[config.mk]
export PLATFORM = sky130hd
export DESIGN_NAME = game_flow_controller
export DESIGN_NICKNAME = d
export VERILOG_FILES = /design/src/rtl/game_flow_controller.sv
export SDC_FILE = /design/constraint.sdc
export NUM_CORES = 1
export LEC_CHECK = 0
export BUFFER_PORTS_ARGS = -buffer_cell sky130_fd_sc_hd__buf_2
export CORE_AREA = 2 2 75 59
export DETAILED_ROUTE_END_ITERATION = 10
export DIE_AREA = 0 0 77 61
export MAX_ROUTING_LAYER = met4
export SLEW_MARGIN = 20
export SYNTH_ARGS = -nofsm -noshare
export SYNTH_HDL_FRONTEND = slang
export SYNTH_SLANG_ARGS = --single-unit
[constraint.sdc]
create_clock -name CLK -period 2.7 [get_ports CLK]
set_input_delay 0.54 -clock CLK [delete_from_list [all_inputs] [get_ports CLK]]
set_output_delay 0.54 -clock CLK [all_outputs]
set_load 0.02 [all_outputs]
[src/rtl/game_flow_controller.sv]
// Game-level sequencer: serve/play/miss/over/won FSM, lives, saturating BCD score, ball pacing.
// Optional bonus-ball launcher is built only when GAME_BONUS_EN is defined.
module game_flow_controller #(
   parameter int BALL_DIV     = 3,
   parameter int BONUS_PERIOD = 50
) (
   input  logic       CLK,
   input  logic       reset,
   input  logic       tick,
   input  logic       start,
   input  logic       throw,
   input  logic       ball_lost,
   input  logic [1:0] brick_hit,
   input  logic       bricks_zero,
   input  logic       bonus_active,
   output logic       ball_step,
   output logic       bonus_launch,
   output logic       serve_hold,
   output logic       respawn,
   output logic       field_reload,
   output logic [2:0] life,
   output logic [3:0] score_ones,
   output logic [3:0] score_tens,
   output logic       game_over,
   output logic       game_won
);

   typedef enum logic [2:0] {
      S_INIT,
      S_SERVE,
      S_PLAY,
      S_MISS,
      S_OVER,
      S_WON
   } state_t;

   localparam int BDW = $clog2(BALL_DIV + 1);
   localparam logic [BDW-1:0] BD_LAST = BDW'(BALL_DIV - 1);

   state_t         state;
   logic [BDW-1:0] ball_div;
   logic           qtick;
   logic [1:0]     hit_eff;
   logic [4:0]     ones_sum;
   logic [3:0]     ones_next;
   logic [3:0]     tens_next;
   logic [2:0]     life_next;

`ifdef GAME_BONUS_EN
   localparam int BNW = $clog2(BONUS_PERIOD);
   localparam logic [BNW-1:0] BN_LAST = BNW'(BONUS_PERIOD - 1);
   logic [BNW-1:0] bonus_cnt;
`else
   logic unused_bonus_active;
   assign unused_bonus_active = bonus_active;
   assign bonus_launch        = 1'b0;
`endif

   assign qtick     = tick & start;
   assign hit_eff   = (brick_hit == 2'd3) ? 2'd2 : brick_hit;
   assign ones_sum  = {1'b0, score_ones} + {3'b000, hit_eff};
   assign life_next = {life[1:0], 1'b0};

   // Saturating BCD add: a carry out of 9x pins the score at 99.
   always_comb begin
      ones_next = score_ones;
      tens_next = score_tens;
      if (ones_sum > 5'd9) begin
         if (score_tens == 4'd9) begin
            ones_next = 4'd9;
            tens_next = 4'd9;
         end else begin
            ones_next = 4'(ones_sum - 5'd10);
            tens_next = score_tens + 4'd1;
         end
      end else begin
         ones_next = ones_sum[3:0];
      end
   end

   always_ff @(posedge CLK) begin
      if (reset) begin
         state        <= S_INIT;
         ball_div     <= '0;
         ball_step    <= 1'b0;
         serve_hold   <= 1'b0;
         respawn      <= 1'b0;
         field_reload <= 1'b0;
         life         <= 3'b111;
         score_ones   <= '0;
         score_tens   <= '0;
         game_over    <= 1'b0;
         game_won     <= 1'b0;
`ifdef GAME_BONUS_EN
         bonus_cnt    <= '0;
         bonus_launch <= 1'b0;
`endif
      end else begin
         ball_step    <= 1'b0;
         respawn      <= 1'b0;
         field_reload <= 1'b0;
`ifdef GAME_BONUS_EN
         bonus_launch <= 1'b0;
`endif
         if (qtick) begin
            case (state)
               S_INIT: begin
                  field_reload <= 1'b1;
                  respawn      <= 1'b1;
                  life         <= 3'b111;
                  score_ones   <= '0;
                  score_tens   <= '0;
                  ball_div     <= '0;
`ifdef GAME_BONUS_EN
                  bonus_cnt    <= '0;
`endif
                  serve_hold   <= 1'b1;
                  game_over    <= 1'b0;
                  game_won     <= 1'b0;
                  state        <= S_SERVE;
               end
               S_SERVE: begin
                  if (throw) begin
                     serve_hold <= 1'b0;
                     ball_div   <= '0;
                     state      <= S_PLAY;
                  end
               end
               S_PLAY: begin
                  if (ball_div == BD_LAST) begin
                     ball_step <= 1'b1;
                     ball_div  <= '0;
                  end else begin
                     ball_div <= ball_div + 1'b1;
                  end
                  score_ones <= ones_next;
                  score_tens <= tens_next;
`ifdef GAME_BONUS_EN
                  if (!bonus_active) begin
                     if (bonus_cnt == BN_LAST) begin
                        bonus_launch <= 1'b1;
                        bonus_cnt    <= '0;
                     end else begin
                        bonus_cnt <= bonus_cnt + 1'b1;
                     end
                  end
`endif
                  // Exits override the bonus counter update above (later NBA wins).
                  if (bricks_zero) begin
                     game_won <= 1'b1;
                     state    <= S_WON;
`ifdef GAME_BONUS_EN
                     bonus_cnt <= '0;
`endif
                  end else if (ball_lost) begin
                     life <= life_next;
                     if (life_next == 3'b000) begin
                        game_over <= 1'b1;
                        state     <= S_OVER;
                     end else begin
                        state <= S_MISS;
                     end
`ifdef GAME_BONUS_EN
                     bonus_cnt <= '0;
`endif
                  end
               end
               S_MISS: begin
                  respawn    <= 1'b1;
                  serve_hold <= 1'b1;
                  state      <= S_SERVE;
               end
               S_OVER, S_WON: begin
                  if (throw) begin
                     game_over <= 1'b0;
                     game_won  <= 1'b0;
                     state     <= S_INIT;
                  end
               end
               default: state <= S_INIT;
            endcase
         end
      end
   end

endmodule
* Word level (Yosys, flattened, before mapping)
Cells that the tools add are included. W data, S select, Z words.
Operators by class: magnitude comparators 1, reductions and logical operators 18, bitwise operators 3, $add $sub $neg 4, multiplexer cells 30, eq/ne operators 16
Operators by type and width (number):
- $mux W3 | 7
- $mux W4 | 4
- $pmux W4 S2 | 2
- $ne A2 B2 Y1 const B | 7
- $pmux W3 S4 | 1
- $reduce_and A4 Y1 | 3
- $reduce_and A3 Y1 | 3
- $mux W1 | 8
- $eq A3 B2 Y1 const B | 2
- $eq A3 B3 Y1 const B | 2
- $logic_not A3 Y1 | 2
- $mux W2 | 3
- $pmux W1 S3 | 2
- $pmux W2 S3 | 1
- $pmux W3 S2 | 1
- $reduce_and A6 Y1 | 1
- $reduce_bool A3 Y1 | 2
- $reduce_or A2 Y1 | 3
- $add A4 B2 Y5 | 1
- $gt A5 B4 Y1 const B | 1
- $add A4 B1 Y4 const B | 1
- $eq A2 B2 Y1 const B | 2
- $eq A4 B4 Y1 const B | 1
- $reduce_bool A2 Y1 | 2
- other kinds (9) | 10
Word-level totals: register bits after elaboration 22, output and inout port bits 18, bits of input ports 10

* Longest topological paths before layout
Gate-level depths: netlist (run 1).
word-level depth 7, gate-level depth with buffers 9, mapped depth without buffers 9

* Worst setup path after synthesis (run 1)
No wires, ideal clock.
kind input to register, start input port brick_hit[0], end register score_tens[2], data required time 2630 ps, slack 22 ps, stages 9, data arrival time 2608 ps, library setup time 70 ps, buffers on the path 0, cell sequence nor2b_1 > ha_1 > fa_1 > xnor2_2 > ha_1 > a211oi_4 > a21oi_2 > or4_1 > a21oi_1
Between the ends: cells in the longest elaborated chain, start to end 6
Ends and longest elaborated chain:
- from (decl) | RTL line 13 | input logic [1:0] brick_hit,
- $eq A2 B2 Y1 | RTL line 60 | assign hit_eff = (brick_hit == 2'd3) ? 2'd2 : brick_hit;
- $mux W2 * | RTL line 60
- $add A4 B2 Y5 * | RTL line 61 | assign ones_sum = {1'b0, score_ones} + {3'b000, hit_eff};
- $gt A5 B4 Y1 * | RTL line 68 | if (ones_sum > 5'd9) begin
- $ne A2 B2 Y1 (no line) *
- $reduce_and A3 Y1 (no line) *
- to (signal assigned) | RTL line 137 | score_tens <= tens_next;
- to (decl) | RTL line 23 | output logic [3:0] score_tens,
Every way passes the cells marked *; elsewhere a longest branch is shown, timed or not. A chain may end at the register's enable or synchronous reset.

* Worst setup path in the final report (run 1)
Ends and elaborated chain as after synthesis.

==> qor.txt, run 1 <==
Run status - finished, final reports clean
Maximum vdd drop - 0.236 mV
Port Buffers - 25
Placeable Area - 3950 µm²
Area Growth Syn to Fin - 19.2%
Adder-cell share of the synthesized area - 0.0609
Post-Route WL - 2840 µm
Clock sink total - 22
# Post-CTS Setup Buffers - 0
Vias/cell - 4.91
Die span in x - 77 µm
Avg Cell Area, Syn - 8.80 µm²
Worst Path Class, Setup - input pin to flip-flop
CTS tree - done
Post-synthesis compound-gate area fraction - 0.259
Critical Path RT - 2890 ps
CP Data Arrival Time - 2740 ps
Final ANT Viol Nets - 0
Slew Limit Fails - 0
Async S/R FF share, synth - 0
Initial antenna violation count - 0
Global router's overall resource usage - 0.128
Antenna Cells - 0
DR WL/cell - 11.9 µm
Setup total negative slack - 0 ps
PwrDens - 456 nW/µm²
Clk Latency, worst-skew pair - 260 ps
Pin count of the biggest net entering global routing - 23
Number of synthesized flops with an enable pin - 0
Final Hold Viols - 0
Sequential-to-total area share from yosys stat - 0.325
Hold_buf cts - 0
H-tree level count - 1
Int Power - 0.566 mW
Largest family of logic cells by synthesized area - compound AO/OA/AOI/OAI gates
Startpoint Class - input pin
Die height - 61 µm
Highest Clock Rate - 0.393 GHz
Max Clock Skew - 4.02 ps
Max FO, Critical Path - 7
CTS resizes - 0
Rows - 20
Net Sw Power - 0.170 mW
Final worst slack - 154 ps
Root Buffer - clkbuf_8
Nets - 201
CTS buffer count - 3
Commonest register cell after synthesis - dfxtp_1
Unrepaired setup endpoints after global routing - no
Fillers - 431
Switching Share - 0.231
Clock Power Share - 0.416
Via count - 1,174
Routability cong. - 0.823
Syn_nets - 170
Proportion of synthesized area in mux cells - 0.0148
Gr busiest metal - met2
Yosys synthesis warning count - 0
Share of power burned in registers - 0.458
P_leak - 0.648 nW
Synth area leaders - dfxtp_1 (33%), a21oi_1 (7.0%), ha_1 (4.6%)
Simple logic cell fraction of the synthesized area - 0.258
Layout cells sized above 1 - 0.266
Post-Synth XOR/XNOR Area - 0.0120
Drt pass-1 iters - 4
Unique masters post-synth - 54
Met1 usage - 0.173
Met2 Track Usage GR - 0.188
Die area - 4700 µm²
Final period utilization - 0.943
Final worst path period need - 2550 ps
Most frequent cell after synthesis - dfxtp_1
First-pass GRT wire length - 4610 µm
Area fraction of the dominant cell type after synthesis - 0.325
Synth Register Bits - 22
DRT iter0 DRCs - 100
Clock-pin slew on the worst setup and hold paths - 80 ps
Total gr overflow - 0
Grt met3 use - 0.0387
CTS max path bufs - 2
IO Pins - 28
Hold Crit Class - flip-flop to flip-flop
Combinational share of power - 0.127
Initial Util - 0.343
CP endpoint kind - flip-flop
Max Cap Viol - 0
Setup Viol. Count Final - 0
Vias in the first global route - 971
Pre-CTS WS - -104 ps
Yosys top cell by area - dfxtp_1
Commonest cells post-synth - dfxtp_1 (22), a21oi_1 (19), nor2_1 (16), nand2_1 (11), inv_1 (7)
DRC viols - 0
Cell Area, Synth - 1360 µm²
Cells after Synth - 154
Post-DP HPWL - 2080 µm
-- per-stage QoR --
stage | area (µm²) | power, mW | hold WS, ps | utilization | cells
after global placement | 1540 | 0.437 | 448 | 0.391 | 235
after global routing | 1620 | 0.770 | 512 | 0.409 | 239
final | 1620 | 0.736 | 470 | 0.409 | 239
after floorplan | 1360 | 0.410 | 439 | - | 154
after CTS | 1620 | 0.747 | 478 | 0.409 | 239
after detailed placement | 1540 | 0.437 | 457 | 0.391 | 235
-- state kept, by name, summed over array words and instances, names as in the netlist --
name	flops
field_reload	1
life	3
game_over	1
game_won	1
score_ones	4
ball_step	1
serve_hold	1
respawn	1
state	3
score_tens	4
ball_div	2
-- layer usage --
layer | share of wire | vias to the layer above | wire length, µm
li1 | - | 623 | -
met3 | 0.046 | 2 | 130
met5 | 0 | - | 0
met2 | 0.40 | 26 | 1140
met1 | 0.55 | 523 | 1550
met4 | 0.0053 | 0 | 15
-- power groups by stage --
| stage | Clock [mW] | Sequential, mW | Combinational [mW] |
|---|---|---|---|
| after CTS | 0.317 | 0.337 | 0.0932 |
| after detailed placement | 0 | 0.345 | 0.0926 |
| after floorplan | 0 | 0.351 | 0.0590 |
| final | 0.306 | 0.337 | 0.0933 |
| after global placement | 0 | 0.345 | 0.0924 |
| after global routing | 0.328 | 0.339 | 0.103 |
-- cells in the final DEF, fill, tap and decap left out, types with 4 or more instances in the layout --
cell type	n
inv_1	7
dfxtp_1	22
o21ai_0	4
a21oi_1	19
nand2_1	11
nor2_1	16
buf_4	8
ha_1	5
buf_2	25
nand3_1	4
-- worst paths after layout --
path / cells after the start / end / startpoint / slack, ps
min reg2reg: 1 / game_won / game_won / 470
min: 1 / game_won / game_won / 470
max reg2reg: 7 / score_tens[2] / score_ones[0] / 260
max: 9 / score_tens[2] / brick_hit[0] / 150
-- cell type report --
class	instances	area [µm²]	share of cell area
clock inverters	1	30.0	0.0186
multi-input cells	118	823	0.510
clock buffers	3	41.3	0.0256
well taps	55	68.8	0.0426
inverters	7	26.3	0.0163
flip-flops and latches	22	440	0.273
repair buffers	33	185	0.115
-- worst max-delay path, stage by stage --
cell and delay, ps:
buf_2 90, nor2b_1 120, ha_1 200, fa_1 540
and2b_2 260, a211oi_4 250, a21oi_2 130, or4_1 470
a21oi_1 130
-- kinds of logic after synthesis --
kind of cell / count (synthesis)
compound gates: 48
xor+xnor: 1
fa+ha+maj: 6
buf+inv: 14
flops: 22
mux: 2
other cells: 1
simple gates: 60
Note: power is estimated with default switching activity, not from simulation.
==> inputs of run 2 (changes only) <==
- MAX_ROUTING_LAYER: met4 -> default
- SKIP_LAST_GASP: default -> 1
==> run 2 against run 1 <==
  * Combinational power is essentially flat
  * Highest routed layer unchanged
  * Critical path depth unchanged
  * Sequential share of layout area is the same
  * Clock skew hardly changed
  * Critical path type unchanged
==> qor.txt, run 2 (synthesized netlist as in run 1, its figures left out) <==
Final period utilization - 0.943 (about the same)
PwrDens - 456 nW/µm² (about the same)
Clock-pin slew on the worst setup and hold paths - 80 ps (about the same)
Max Clock Skew - 4.02 ps (-0.00844 ps)
CTS buffer count - 3 (unchanged)
HP Start - game_won
Largest regs - score_ones (4), score_tens (4)
CTS max path bufs - 2 (unchanged)
Slew Limit Fails - 0 (unchanged)
Initial antenna violation count - 0 (unchanged)
Clk Latency, worst-skew pair - 260 ps (about the same)
Setup Viol. Count Final - 0 (unchanged)
Final ANT Viol Nets - 0 (unchanged)
Total gr overflow - 0 (unchanged)
Vias/cell - 4.91 (unchanged)
Rows - 20 (unchanged)
Reg2reg setup slack - 260 ps (about the same)
Placeable Area - 3950 µm² (unchanged)
Post-Route WL - 2840 µm (unchanged)
Startpoint Class - input pin
Die span in x - 77 µm (unchanged)
Final worst path period need - 2550 ps (-0.00900 ps)
FF-to-FF path depth - 7 (unchanged)
First-pass GRT wire length - 4610 µm (unchanged)
Drt pass-1 iters - 4 (unchanged)
# Post-CTS Setup Buffers - 0 (unchanged)
CTS tree - done
Hold Crit Class - flip-flop to flip-flop
Maximum vdd drop - 0.236 mV (about the same)
Post-DP Area - 1540 µm² (unchanged)
Clock sink total - 22 (unchanged)
DR WL/cell - 11.9 µm (unchanged)
Layout cells sized above 1 - 0.266 (unchanged)
Worst Path Class, Setup - input pin to flip-flop
Nets - 201 (unchanged)
Hold_buf cts - 0 (unchanged)
Hold path depth - 1 (unchanged)
Cells along the critical path - buf_2 -> nor2b_1 -> ha_1 -> fa_1 -> and2b_2 -> a211oi_4 -> a21oi_2 -> or4_1 -> a21oi_1
Routability cong. - 0.811 (-1.5%)
Highest Clock Rate - 0.393 GHz (about the same)
Hold EP - game_won
Top delay family on crit path - simple AND/OR/NAND/NOR gates
Max FO, Critical Path - 7 (unchanged)
Commonest cells after routing, fill and taps aside - buf_2 (25), dfxtp_1 (22), a21oi_1 (19)
Run status - finished, final reports clean
Fin Hold WS - 470 ps (unchanged)
Setup total negative slack - 0 ps (unchanged)
Area Growth Syn to Fin - 19.2% (unchanged)
Critical Path RT - 2890 ps (about the same)
Max Cap Viol - 0 (unchanged)
Root Buffer - clkbuf_8
RR Startpoint - score_ones[0]
Fillers - 431 (unchanged)
Die height - 61 µm (unchanged)
Global router's overall resource usage - 0.124 (-0.00417)
DRC viols - 0 (unchanged)
IO Pins - 28 (unchanged)
DRT iter0 DRCs - 100 (unchanged)
Pin count of the biggest net entering global routing - 23 (unchanged)
CTS resizes - 0 (unchanged)
Via count - 1,174 (unchanged)
FF-to-FF End - score_tens[2]
WP buf/inv - 1 (unchanged)
Slowest cell on the critical path - fa_1
Antenna Cells - 0 (unchanged)
P_leak - 0.648 nW (unchanged)
CP Data Arrival Time - 2740 ps (about the same)
Final Hold Viols - 0 (unchanged)
Most common cell after layout, fill and taps aside - buf_2
Die area - 4700 µm² (unchanged)
Vias in the first global route - 971 (unchanged)
Overall power - 0.736 mW (about the same)
Slowest stage delay, CP - 540 ps (about the same)
CP endpoint kind - flip-flop
Unrepaired setup endpoints after global routing - no
H-tree level count - 1 (unchanged)
Design area - 1620 µm² (unchanged)
Port Buffers - 25 (unchanged)
Post-DP HPWL - 2080 µm (unchanged)
Initial Util - 0.343 (unchanged)
[run 2: report_power, final]
| group | total, mW | leakage (nW) | internal (mW) | switching (mW) |
|---|---|---|---|---|
| logic | 0.0933 | 0.434 | 0.0370 | 0.0563 |
| clock network | 0.306 | 0.0357 | 0.198 | 0.108 |
| registers | 0.337 | 0.178 | 0.331 | 0.00570 |
[run 2: how the worst max path moves through the flow]
stage / startpoint / end / slack, ps / cells past startpoint
6_report: brick_hit[0] / score_tens[2] / 150 / 9
5_1_grt: brick_hit[0] / score_tens[2] / 30 / 9
4_1_cts: brick_hit[0] / score_tens[2] / 170 / 9
3_5_place_dp: brick_hit[0] / score_tens[3] / -100 / 9
3_3_place_gp: brick_hit[0] / score_tens[2] / -100 / 9
2_1_floorplan: brick_hit[0] / score_tens[2] / 20 / 9
[run 2: final cells by class]
| cell class | count | area, µm² | area share |
|---|---|---|---|
| clock inverter | 1 | 30.0 | 0.0186 |
| sequential | 22 | 440 | 0.273 |
| timing repair buffer | 33 | 185 | 0.115 |
| inverter | 7 | 26.3 | 0.0163 |
| tap | 55 | 68.8 | 0.0426 |
| clock buffer | 3 | 41.3 | 0.0256 |
| multi-input combinational | 118 | 823 | 0.510 |
[run 2: stage by stage]
stage	utilization	instances	worst slack [ps]
after floorplan	-	154	21.9
after global placement	0.391	235	-98.3
after detailed placement	0.391	235	-104
after CTS	0.409	239	165
after global routing	0.409	239	33.5
final	0.409	239	154
[run 2: per-layer routing]
layer / share of wire / up-vias / GRT usage
met5: 0 / - / 0
met4: 0.0053 / 0 / 0.0306
met3: 0.051 / 2 / 0.0417
met2: 0.40 / 26 / 0.188
met1: 0.54 / 523 / 0.171
li1: - / 623 / -
==> inputs of run 3 (changes only) <==
- PLACE_DENSITY: default -> 0.59
==> run 3 against run 2 <==
  * Critical endpoint is now score_tens[3]
  * Combinational power rose by 1%
  * Total power fell by 14%
  * Sequential cell count did not move
  * Clock skew rose by 0.87 ps
  * Maximum frequency rose by 1.4%
  * Utilization fell by 0.57 points
  * Count of clock-buffer cells in the layout did not move
  * Via count rose by 8.4%
  * Critical path type unchanged
  * Largest cell class unchanged
  * Setup slack improved by 35 ps
==> qor.txt, run 3 (synthesized netlist as in run 1, its figures left out) <==
Most common cell after layout, fill and taps aside - buf_2
Drt pass-1 iters - 4 (unchanged)
Total gr overflow - 0 (unchanged)
Critical Path RT - 2900 ps (about the same)
# Post-CTS Setup Buffers - 0 (unchanged)
DRT iter0 DRCs - 60 (-40%)
Antenna Cells - 0 (unchanged)
Max Cap Viol - 0 (unchanged)
Slowest stage delay, CP - 520 ps (-20 ps)
Layout cells sized above 1 - 0.266 (unchanged)
Commonest cells after routing, fill and taps aside - buf_2 (25), dfxtp_1 (22), a21oi_1 (19)
Vias/cell - 5.33 (+8.4%)
Run status - finished, final reports clean
Highest Clock Rate - 0.398 GHz (+1.4%)
Design area - 1590 µm² (-1.4%)
DRC viols - 0 (unchanged)
CP Data Arrival Time - 2710 ps (-30 ps)
Reg2reg setup slack - 310 ps (+50 ps)
CTS tree - done
WP buf/inv - 1 (unchanged)
Placeable Area - 3950 µm² (unchanged)
Final period utilization - 0.930 (-0.0131)
Post-DP HPWL - 2260 µm (+8.6%)
Final Hold Viols - 0 (unchanged)
P_leak - 0.638 nW (-1.4%)
Die span in x - 77 µm (unchanged)
Final worst path period need - 2510 ps (-35.4 ps)
Top delay family on crit path - simple AND/OR/NAND/NOR gates
HP Start - game_won
Setup Viol. Count Final - 0 (unchanged)
Pin count of the biggest net entering global routing - 23 (unchanged)
Die height - 61 µm (unchanged)
Clock sink total - 22 (unchanged)
CTS max path bufs - 2 (unchanged)
Slowest cell on the critical path - fa_1
Final ANT Viol Nets - 0 (unchanged)
RR Startpoint - score_ones[0]
Clock-pin slew on the worst setup and hold paths - 80 ps (about the same)
Initial Util - 0.343 (unchanged)
Worst Path Class, Setup - input pin to flip-flop
Switching Share - 0.256 (+0.0252)
Hold EP - game_won
CTS buffer count - 3 (unchanged)
Initial antenna violation count - 0 (unchanged)
Overall power - 0.630 mW (-14%)
Max FO, Critical Path - 6 (-1)
DR WL/cell - 12.6 µm (+5.9%)
IO Pins - 28 (unchanged)
Fillers - 433 (+0.46%)
Int Power - 0.469 mW (-17%)
Hold_buf cts - 0 (unchanged)
Die area - 4700 µm² (unchanged)
PwrDens - 396 nW/µm² (-13%)
First-pass GRT wire length - 5040 µm (+9.3%)
Cells along the critical path - buf_2 -> nor2b_1 -> ha_1 -> fa_1 -> and2b_2 -> a211oi_4 -> a21oi_2 -> or4_1 -> a21oi_1
Hold Crit Class - flip-flop to flip-flop
Net Sw Power - 0.161 mW (-5.0%)
Unrepaired setup endpoints after global routing - no
Global router's overall resource usage - 0.135 (+0.0110)
Hold path depth - 1 (unchanged)
Maximum vdd drop - 0.198 mV (-16%)
Post-Route WL - 3000 µm (+5.9%)
Critical path depth - 9 (unchanged)
Slew Limit Fails - 0 (unchanged)
FF-to-FF path depth - 7 (unchanged)
FF-to-FF End - score_tens[3]
Clk Latency, worst-skew pair - 260 ps (about the same)
CP endpoint kind - flip-flop
Post-DP Area - 1550 µm² (+0.49%)
Root Buffer - clkbuf_8
Share of power burned in registers - 0.535 (+0.077)
Port Buffers - 25 (unchanged)
H-tree level count - 1 (unchanged)
Clock Power Share - 0.315 (-0.101)
Startpoint Class - input pin
Routability cong. - 0.868 (+7.0%)
Combinational share of power - 0.150 (+0.023)
Nets - 202 (+0.50%)
Vias in the first global route - 1,154 (+19%)
Area Growth Syn to Fin - 17.5%
Max Clock Skew - 4.88 ps (+0.866 ps)
Largest regs - score_ones (4), score_tens (4)
CTS resizes - 0 (unchanged)
Rows - 20 (unchanged)
Via count - 1,273 (+8.4%)
## run 3: changes by cell type in the layout (fill, tap and decap cells not counted)
cell,before,now
bufinv_16,1,0
buf_4,8,9
## run 3: worst max-delay path by stage
stage / start / end / slack [ps]
2_1_floorplan: brick_hit[0] / score_tens[2] / 20
3_3_place_gp: brick_hit[0] / score_tens[2] / -70
3_5_place_dp: brick_hit[0] / score_tens[3] / -80
4_1_cts: brick_hit[0] / score_tens[3] / 190
5_1_grt: brick_hit[0] / score_tens[3] / 90
6_report: brick_hit[0] / score_tens[3] / 190
## run 3: stage by stage
stage	TNS (ps)	cells	util	setup slack (ps)	hold slack, ps
final	0	239	0.403	189	463
after global routing	0	239	0.403	86.2	486
after CTS	0	239	0.403	194	470
after detailed placement	-248	236	0.392	-80.7	451
after global placement	-140	236	0.392	-65.1	445
after floorplan	0	154	-	21.9	439
## run 3: power groups by stage
stage / clock network (mW) / registers [mW] / logic (mW)
2_1_floorplan: 0 / 0.351 / 0.0590
3_3_place_gp: 0 / 0.344 / 0.0920
3_5_place_dp: 0 / 0.345 / 0.0948
4_1_cts: 0.208 / 0.337 / 0.0952
5_1_grt: 0.224 / 0.338 / 0.105
6_report: 0.198 / 0.337 / 0.0946
## run 3: area by class of cell
cell class	count	area, µm²	area share
multi-input cells	118	823	0.517
flip-flops and latches	22	440	0.277
repair buffers	34	193	0.121
well taps	55	68.8	0.0432
clock buffers	3	41.3	0.0259
inverters	7	26.3	0.0165
## run 3: routing by layer
metal	part of all wire	GRT usage	vias to the layer above
met5	0	0	-
met4	0.0050	0.0357	0
met3	0.043	0.0446	2
met2	0.48	0.247	31
met1	0.47	0.156	616
li1	-	-	624
## run 3: worst reg2reg max path: stages, from the launching register on
cell and delay (ps):
dfxtp_1 340, ha_1 240, fa_1 520, and2b_2 260, a211oi_4 240, a21oi_2 130
or4_1 480, a21oi_1 120
